===== config.mk =====
export PLATFORM = sky130hd
export DESIGN_NAME = regwrite_trace_buffer
export DESIGN_NICKNAME = d
export VERILOG_FILES = /design/src/rtl/regwrite_trace_buffer.sv
export SDC_FILE = /design/constraint.sdc
export NUM_CORES = 1
export LEC_CHECK = 0
export BUFFER_PORTS_ARGS = -buffer_cell sky130_fd_sc_hd__buf_2
export CAP_MARGIN = 20
export CORE_ASPECT_RATIO = 1.5
export CORE_MARGIN = 5
export CORE_UTILIZATION = 40
export CTS_BUF_LIST = sky130_fd_sc_hd__clkbuf_8 sky130_fd_sc_hd__clkbuf_16
export CTS_CLUSTER_SIZE = 40
export DETAILED_ROUTE_END_ITERATION = 6
export PLACE_DENSITY_LB_ADDON = 0.2
export SLEW_MARGIN = 20
export SYNTH_ARGS = -nofsm -noshare
export SYNTH_HDL_FRONTEND = slang
export SYNTH_SLANG_ARGS = --single-unit

===== constraint.sdc =====
create_clock -name clock -period 5.53 [get_ports clock]
set_input_delay 0.8295 -clock clock [delete_from_list [all_inputs] [get_ports clock]]
set_output_delay 0.8295 -clock clock [all_outputs]
set_load 0.02 [all_outputs]

===== src/rtl/regwrite_trace_buffer.sv =====
// Regfile-write trace FIFO: captures writeback writes with a cycle stamp.
// Define TRACE_SKIP_R0_EN to ignore writes to register 0.
module regwrite_trace_buffer #(
   parameter int DEPTH   = 16,
   parameter int STAMP_W = 16
) (
   input  logic                     clock,
   input  logic                     reset,
   input  logic                     ctrl_writeEnable,
   input  logic [4:0]               ctrl_writeReg,
   input  logic [31:0]              data_writeReg,
   input  logic                     trace_enable,
   input  logic                     clear,
   output logic                     out_valid,
   input  logic                     out_ready,
   output logic [4:0]               out_reg,
   output logic [31:0]              out_data,
   output logic [STAMP_W-1:0]       out_stamp,
   output logic [$clog2(DEPTH):0]   count,
   output logic                     overflow,
   output logic [15:0]              drop_count
);

   localparam int AW = $clog2(DEPTH);
   localparam int CW = AW + 1;

   typedef struct packed {
      logic [4:0]         rg;
      logic [31:0]        data;
      logic [STAMP_W-1:0] stamp;
   } entry_t;

   entry_t             mem_q [DEPTH];
   entry_t             mem_d [DEPTH];
   logic [AW-1:0]      wr_ptr_q, wr_ptr_d;
   logic [AW-1:0]      rd_ptr_q, rd_ptr_d;
   logic [CW-1:0]      count_q, count_d;
   logic               overflow_q, overflow_d;
   logic [15:0]        drop_cnt_q, drop_cnt_d;
   logic [STAMP_W-1:0] stamp_q, stamp_d;

   logic capture, full, pop, push, drop;

`ifdef TRACE_SKIP_R0_EN
   assign capture = trace_enable & ctrl_writeEnable & (ctrl_writeReg != 5'd0);
`else
   assign capture = trace_enable & ctrl_writeEnable;
`endif

   assign full      = (count_q == CW'(DEPTH));
   assign out_valid = (count_q != '0);
   assign pop       = out_valid & out_ready;
   // A full FIFO still accepts a write when the head leaves in the same cycle
   assign push      = capture & (~full | pop);
   assign drop      = capture & full & ~pop;

   assign out_reg    = out_valid ? mem_q[rd_ptr_q].rg    : '0;
   assign out_data   = out_valid ? mem_q[rd_ptr_q].data  : '0;
   assign out_stamp  = out_valid ? mem_q[rd_ptr_q].stamp : '0;
   assign count      = count_q;
   assign overflow   = overflow_q;
   assign drop_count = drop_cnt_q;

   always_comb begin
      mem_d      = mem_q;
      wr_ptr_d   = wr_ptr_q;
      rd_ptr_d   = rd_ptr_q;
      count_d    = count_q;
      overflow_d = overflow_q;
      drop_cnt_d = drop_cnt_q;
      stamp_d    = stamp_q + 1'b1;
      if (clear) begin
         wr_ptr_d   = '0;
         rd_ptr_d   = '0;
         count_d    = '0;
         overflow_d = 1'b0;
         drop_cnt_d = '0;
         stamp_d    = '0;
      end else begin
         if (push) begin
            mem_d[wr_ptr_q] = '{rg: ctrl_writeReg,
                                data: data_writeReg,
                                stamp: stamp_q};
            wr_ptr_d = wr_ptr_q + 1'b1;
         end
         if (pop) begin
            rd_ptr_d = rd_ptr_q + 1'b1;
         end
         count_d = count_q + CW'(push) - CW'(pop);
         if (drop) begin
            overflow_d = 1'b1;
            if (drop_cnt_q != 16'hFFFF) begin
               drop_cnt_d = drop_cnt_q + 16'd1;
            end
         end
      end
   end

   always_ff @(posedge clock or negedge reset) begin
      if (!reset) begin
         for (int i = 0; i < DEPTH; i++) begin
            mem_q[i] <= '0;
         end
         wr_ptr_q   <= '0;
         rd_ptr_q   <= '0;
         count_q    <= '0;
         overflow_q <= 1'b0;
         drop_cnt_q <= '0;
         stamp_q    <= '0;
      end else begin
         mem_q      <= mem_d;
         wr_ptr_q   <= wr_ptr_d;
         rd_ptr_q   <= rd_ptr_d;
         count_q    <= count_d;
         overflow_q <= overflow_d;
         drop_cnt_q <= drop_cnt_d;
         stamp_q    <= stamp_d;
      end
   end

endmodule


=== Word-level counts from Yosys, hierarchy flattened ===
Cells that the tools add are included.

* Word-level logic and storage cells: 104
* Output and inout port bits: 76
* Flip-flop bits (word level): 894

* Equality and inequality tests: 2
* Reduce and logical (&&, ||, !) cells: 8
* Bitwise operators: 11
* Add/sub/neg operators: 6
* Order comparisons: 3
* Muxes and demuxes: 20

{| class="wikitable"
|+ Operators by type and width
! cell !! number
|-
| $bwmux W848 || 1
|-
| $bmux W53 S4 || 1
|-
| $demux W53 S4 || 1
|-
| $mux W53 || 3
|-
| $mux W16 || 5
|-
| $add A16 B1 Y16 const B || 2
|-
| $mux W32 || 1
|-
| $mux W4 || 4
|-
| $ne A16 B16 Y1 const B || 1
|-
| $ge A5 B5 Y1 const B || 2
|-
| $mux W5 || 2
|-
| $not A4 Y5 || 2
|-
| $add A4 B1 Y4 const B || 2
|-
| $reduce_bool A2 Y1 || 4
|-
| $add A5 B1 Y5 || 1
|-
| $and A1 B1 Y1 || 5
|-
| $eq A5 B5 Y1 const B || 1
|-
| $lt A5 B1 Y1 const B || 1
|-
| $reduce_bool A5 Y1 || 1
|-
| $sub A5 B1 Y5 || 1
|-
| $reduce_and A2 Y1 || 2
|-
| $not A1 Y1 || 3
|-
| $mux W1 || 2
|-
| $logic_and A1 B1 Y1 || 1
|-
| $or A1 B1 Y1 || 1
|}

=== Longest topological paths before layout ===
* Word-level depth: 7
* Gate-level depth with buffers: 15
* Depth with buffers taken out: 14

=== Least setup slack after synthesis ===
OpenSTA, ideal clock, no wires.

* Path type: flip-flop to flip-flop
* From: reg count_q[3] (netlist: count[3])
* To: reg count_q[4] (netlist: count[4])
* Cell stages (with the launch flop): 16
* Path buffers: 1
* Arrival: 3.035 ns
* Data required time: 5.395 ns
* Setup time: 0.135 ns
* Setup slack: 2.360 ns
* Path through: dfrtp_1 > inv_1 > ha_1 > or4b_2 > clkbuf_1 > nand2_1 > inv_1 > ha_1 > inv_1 > ha_1 > inv_1 > fa_1 > nor2b_1 > o21bai_1 > a21oi_1 > nor3b_1

* Word-level cells in the longest chain between the ends: 7
* Elaborated cells on any way between the ends: 9
* Those cells by class: add/sub: 2; eq/ne: 1; mux: 1; bitwise: 4; reduce/logical: 1

{| class="wikitable"
|+ RTL lines
! item !! RTL line !! text
|-
| start, declared || 37 || <nowiki>logic [CW-1:0] count_q, count_d;</nowiki>
|-
| start signal, assigned || 114 || <nowiki>count_q <= count_d;</nowiki>
|-
| $reduce_bool A5 Y1 * || 51 || <nowiki>assign out_valid = (count_q != '0);</nowiki>
|-
| named net out_valid || 14 || <nowiki>output logic out_valid,</nowiki>
|-
| $and A1 B1 Y1 * || 52 || <nowiki>assign pop = out_valid & out_ready;</nowiki>
|-
| $or A1 B1 Y1 || 54 || <nowiki>assign push = capture & (~full | pop);</nowiki>
|-
| $and A1 B1 Y1 || 54 ||
|-
| $add A5 B1 Y5 || 89 || <nowiki>count_d = count_q + CW'(push) - CW'(pop);</nowiki>
|-
| $sub A5 B1 Y5 * || 89 ||
|-
| $mux W5 * || 72 || <nowiki>if (clear) begin</nowiki>
|-
| named net count_d[4] || 37 ||
|}

The timed path passes the listed nets; every way through them passes the cells marked *.
A chain may end at the register's enable or synchronous reset.

=== Worst setup path in the final report ===
* From: reg count_q[2] (netlist: count[2])
* To: out out_stamp[10]

* Word-level cells in the longest chain between the ends: 2

{| class="wikitable"
|+ RTL lines
! item !! RTL line !! text
|-
| $reduce_bool A5 Y1 || 51 ||
|-
| $mux W16 || 59 || <nowiki>assign out_stamp = out_valid ? mem_q[rd_ptr_q].stamp : '0;</nowiki>
|-
| end, declared || 18 || <nowiki>output logic [STAMP_W-1:0] out_stamp,</nowiki>
|}

No other way between the ends.

==> metrics.md <==
| Metric | Value |
|---|---|
| Status | finished, final reports clean |
| Fill count | 9194 |
| Worst slew margin | 23.41% |
| Final instance area | 0.04660 mm2 |
| DRC | 0 |
| N_diodes | 0 |
| Switching share of total power | 28.30% |
| Layout cell share with drive strength beyond 1 | 52.03% |
| Routed wl met2 | 51020 um |
| Dpl cell area | 0.04352 mm2 |
| Storage cell area | 0.02238 mm2 |
| CP Launch Point | count[2] |
| Layout Skew | 24.04 ps |
| Psw | 4.721 mW |
| DRT Pass-1 Iters | 4 |
| Most frequent cells in the layout | dfrtp_1 (891), mux2_2 (640), mux4_2 (212) |
| CTS root buf | clkbuf_16 |
| Die height | 405.2 um |
| Synthesized area | 0.04165 mm2 |
| Number of global-route vias before repair | 25.54k |
| Post-CTS Hold Fix Bufs | 0 |
| Final setup viols | 0 |
| Syn_nets | 2645 |
| First-pass GRT wire length | 158300 um |
| Unrepaired setup endpoints after global routing | no |
| Worst-path clk slew | 70 ps |
| Final hold viol count | 0 |
| Avg WL per Cell | 24.81 um |
| Setup Buffers After CTS | 0 |
| DIE AREA | 0.1108 mm2 |
| CORE AREA | 0.1038 mm2 |
| Initial antenna violation count | 4 |
| Crit Path Category | flop to primary output |
| P&R area growth vs syn | 11.89% |
| Final #Nets | 2669 |
| Initial Util | 40.14% |
| Power Density | 358.0 mW/mm2 |
| Most used DFF post-synth | dfrtp_1 |
| Startpoint types | flop |
| Netlist cell types | 48 |
| IO Count | 119 |
| Power Internal | 11.96 mW |
| Cts bufs inserted | 88 |
| Num Clock Sinks | 894 |
| Placer Congestion | 0.7593 |
| Post-Place Setup Slack | 1615 ps |
| Post-DRT Antenna Nets | 0 |
| Register area share after synthesis | 53.71% |
| Cell family contributing the most delay on the critical path | simple AND/OR/NAND/NOR gates |
| Multi-input gate area | 0.01814 mm2 |
| Max layer used | met4 |
| Final setup TNS | 0 ps |
| Worst path cell trace | inv_1 > ha_1 > or4b_2 > nand2b_4 > o22ai_1 > buf_2 |
| Buffers on Ports | 118 |
| Clock buffer depth | 3 |
| Synthesis Warnings | 0 |
| CP Data Required Time | 4700 ps |
| Slew Limit Fails | 0 |
| Synth Instances | 2588 |
| GRT overflow | 0 |
| Share of synthesized flip-flops with an asynchronous set or reset | 100.0% |
| H-Tree Level Count | 3 |
| R2r startpoint | count[2] |
| Hold Crit Class | primary input to async pin |
| Worst-path fanout max | 53 |
| Clock power frac | 38.0% |
| Dpl hpwl | 58330 um |
| Slew of the pin with the lowest slew margin | 1149 ps |
| Starting DRT DRC Count | 1086 |
| Average size of a mapped cell | 16.09 um2 |
| Flop pwr share | 42.8% |
| VDD IR-drop max | 0.2303 mV |
| Resize count post-CTS | 0 |
| GRT Total Usage | 18.45% |
| Die width | 273.5 um |
| Met3 Wirelength | 3864 um |
| Max cap viols | 0 |
| Critical path's largest stage delay | 810 ps |
| Post-synth EDFFs | 0 |
| Commonest non-fill, non-tap cell in the layout | dfrtp_1 |
| Period utilisation layout | 81.80% |
| Via count | 22.53k |
| Minimum clock period | 4523 ps |
| Routed wire length | 101200 um |
| Combinational share of power | 19.2% |
| Met1 Wirelength | 44200 um |
| Fmax | 221.1 MHz |
| Clk_lat worst skew | 670 ps |
| Min Hold Slack | 184.1 ps |
| Crit. End Element | primary output |
| Yosys reg bits | 894 |
| Crit-path slowest cell | nand2b_4 |
| CTS tree | built |
| Pleak | 21.95 nW |
| Critical path buffer and inverter count | 2 |
| Rows | 145 |
| Critical Path AT | 3690 ps |
| Vias/cell | 5.525 |
| Setup ws final | 1007 ps |
| Largest net degree at the start of global routing | 161 |
-- routing by layer --
| layer | track usage (%) | vias up |
|---|---|---|
| li1 | - | 9615 |
| met1 | 24.80 | 12412 |
| met2 | 31.42 | 374 |
| met3 | 3.192 | 124 |
| met4 | 4.471 | 0 |
| met5 | 0 | - |
-- power groups by stage --
stage / combinational (mW) / sequential (mW) / clock [mW]
3_5_place_dp: 3.28 / 7.27 / 0
2_1_floorplan: 2.31 / 7.13 / 0
6_report: 3.20 / 7.14 / 6.34
5_1_grt: 3.49 / 7.19 / 6.77
3_3_place_gp: 3.23 / 7.24 / 0
4_1_cts: 3.29 / 7.15 / 6.52
-- logic make-up (layout without fill, tap and decap cells) --
family	count (synthesis)	after routing	synth area share [%]
flip-flops	894	894	53.71
AO/OA/AOI/OAI	89	89	1.361
multiplexers	1180	1180	39.11
buffers and inverters	250	343	2.950
AND/OR/NAND/NOR	143	143	2.049
XOR/XNOR	18	18	0.3785
adder cells (fa/ha/maj)	14	14	0.4386
-- through the flow --
step	std cells	total power [mW]	utilization, %
after floorplan	2588	9.439	-
after global placement	3918	10.47	41.94
after detailed placement	3918	10.55	41.94
after CTS	4077	16.96	44.91
after global routing	4077	17.46	44.91
final	4077	16.68	44.91
-- synthesized netlist by cell type, types with 5 or more instances --
cell type / instances / area (um2)
buf_6: 20 / 225.2
inv_1: 15 / 56.30
ha_1: 13 / 162.7
mux2_2: 640 / 7207
xor2_1: 10 / 87.58
mux2i_1: 108 / 1081
a21oi_1: 15 / 75.07
o22ai_1: 53 / 331.6
a211oi_1: 9 / 67.56
mux2_1: 20 / 225.2
or4_1: 8 / 60.06
buf_4: 5 / 37.54
nand4_1: 10 / 62.56
buf_1: 14 / 52.55
nor2_1: 40 / 150.1
mux2_4: 200 / 3003
nand3_1: 14 / 70.07
nand2_1: 18 / 67.56
xnor2_1: 8 / 70.07
buf_2: 97 / 485.5
mux4_2: 212 / 4775
and4_1: 6 / 52.55
and3_1: 6 / 37.54
clkbuf_1: 99 / 371.6
nor2b_1: 17 / 106.4
dfrtp_1: 894 / 22370
-- cell type report --
| class | count | area share (%) |
|---|---|---|
| multi-input combinational | 1444 | 38.93 |
| sequential | 894 | 48.03 |
| inverter | 15 | 0.1208 |
| tap | 1396 | 3.748 |
| clock inverter | 49 | 1.187 |
| clock buffer | 110 | 5.423 |
| timing repair buffer | 169 | 2.567 |
-- sequential cells by signal, indices dropped and copies added, names as in the netlist --
name,cells
mem_q,848
rd_ptr_q,4
wr_ptr_q,4
drop_count,16
overflow,1
count,5
stamp_q,16
-- final timing paths --
check | end | depth (start not counted) | slack (ps)
hold reg to reg | mem_q[703] | 1 | 480
min in group clock | mem_q[703] | 1 | 480
setup reg to reg | count[4] | 14 | 2180
setup / recovery | out_stamp[10] | 6 | 1010
hold / removal | mem_q[449] | 1 | 180
max in group asynchronous | drop_count[3] | 2 | 3900
Power figures use the tool's default switching activity.
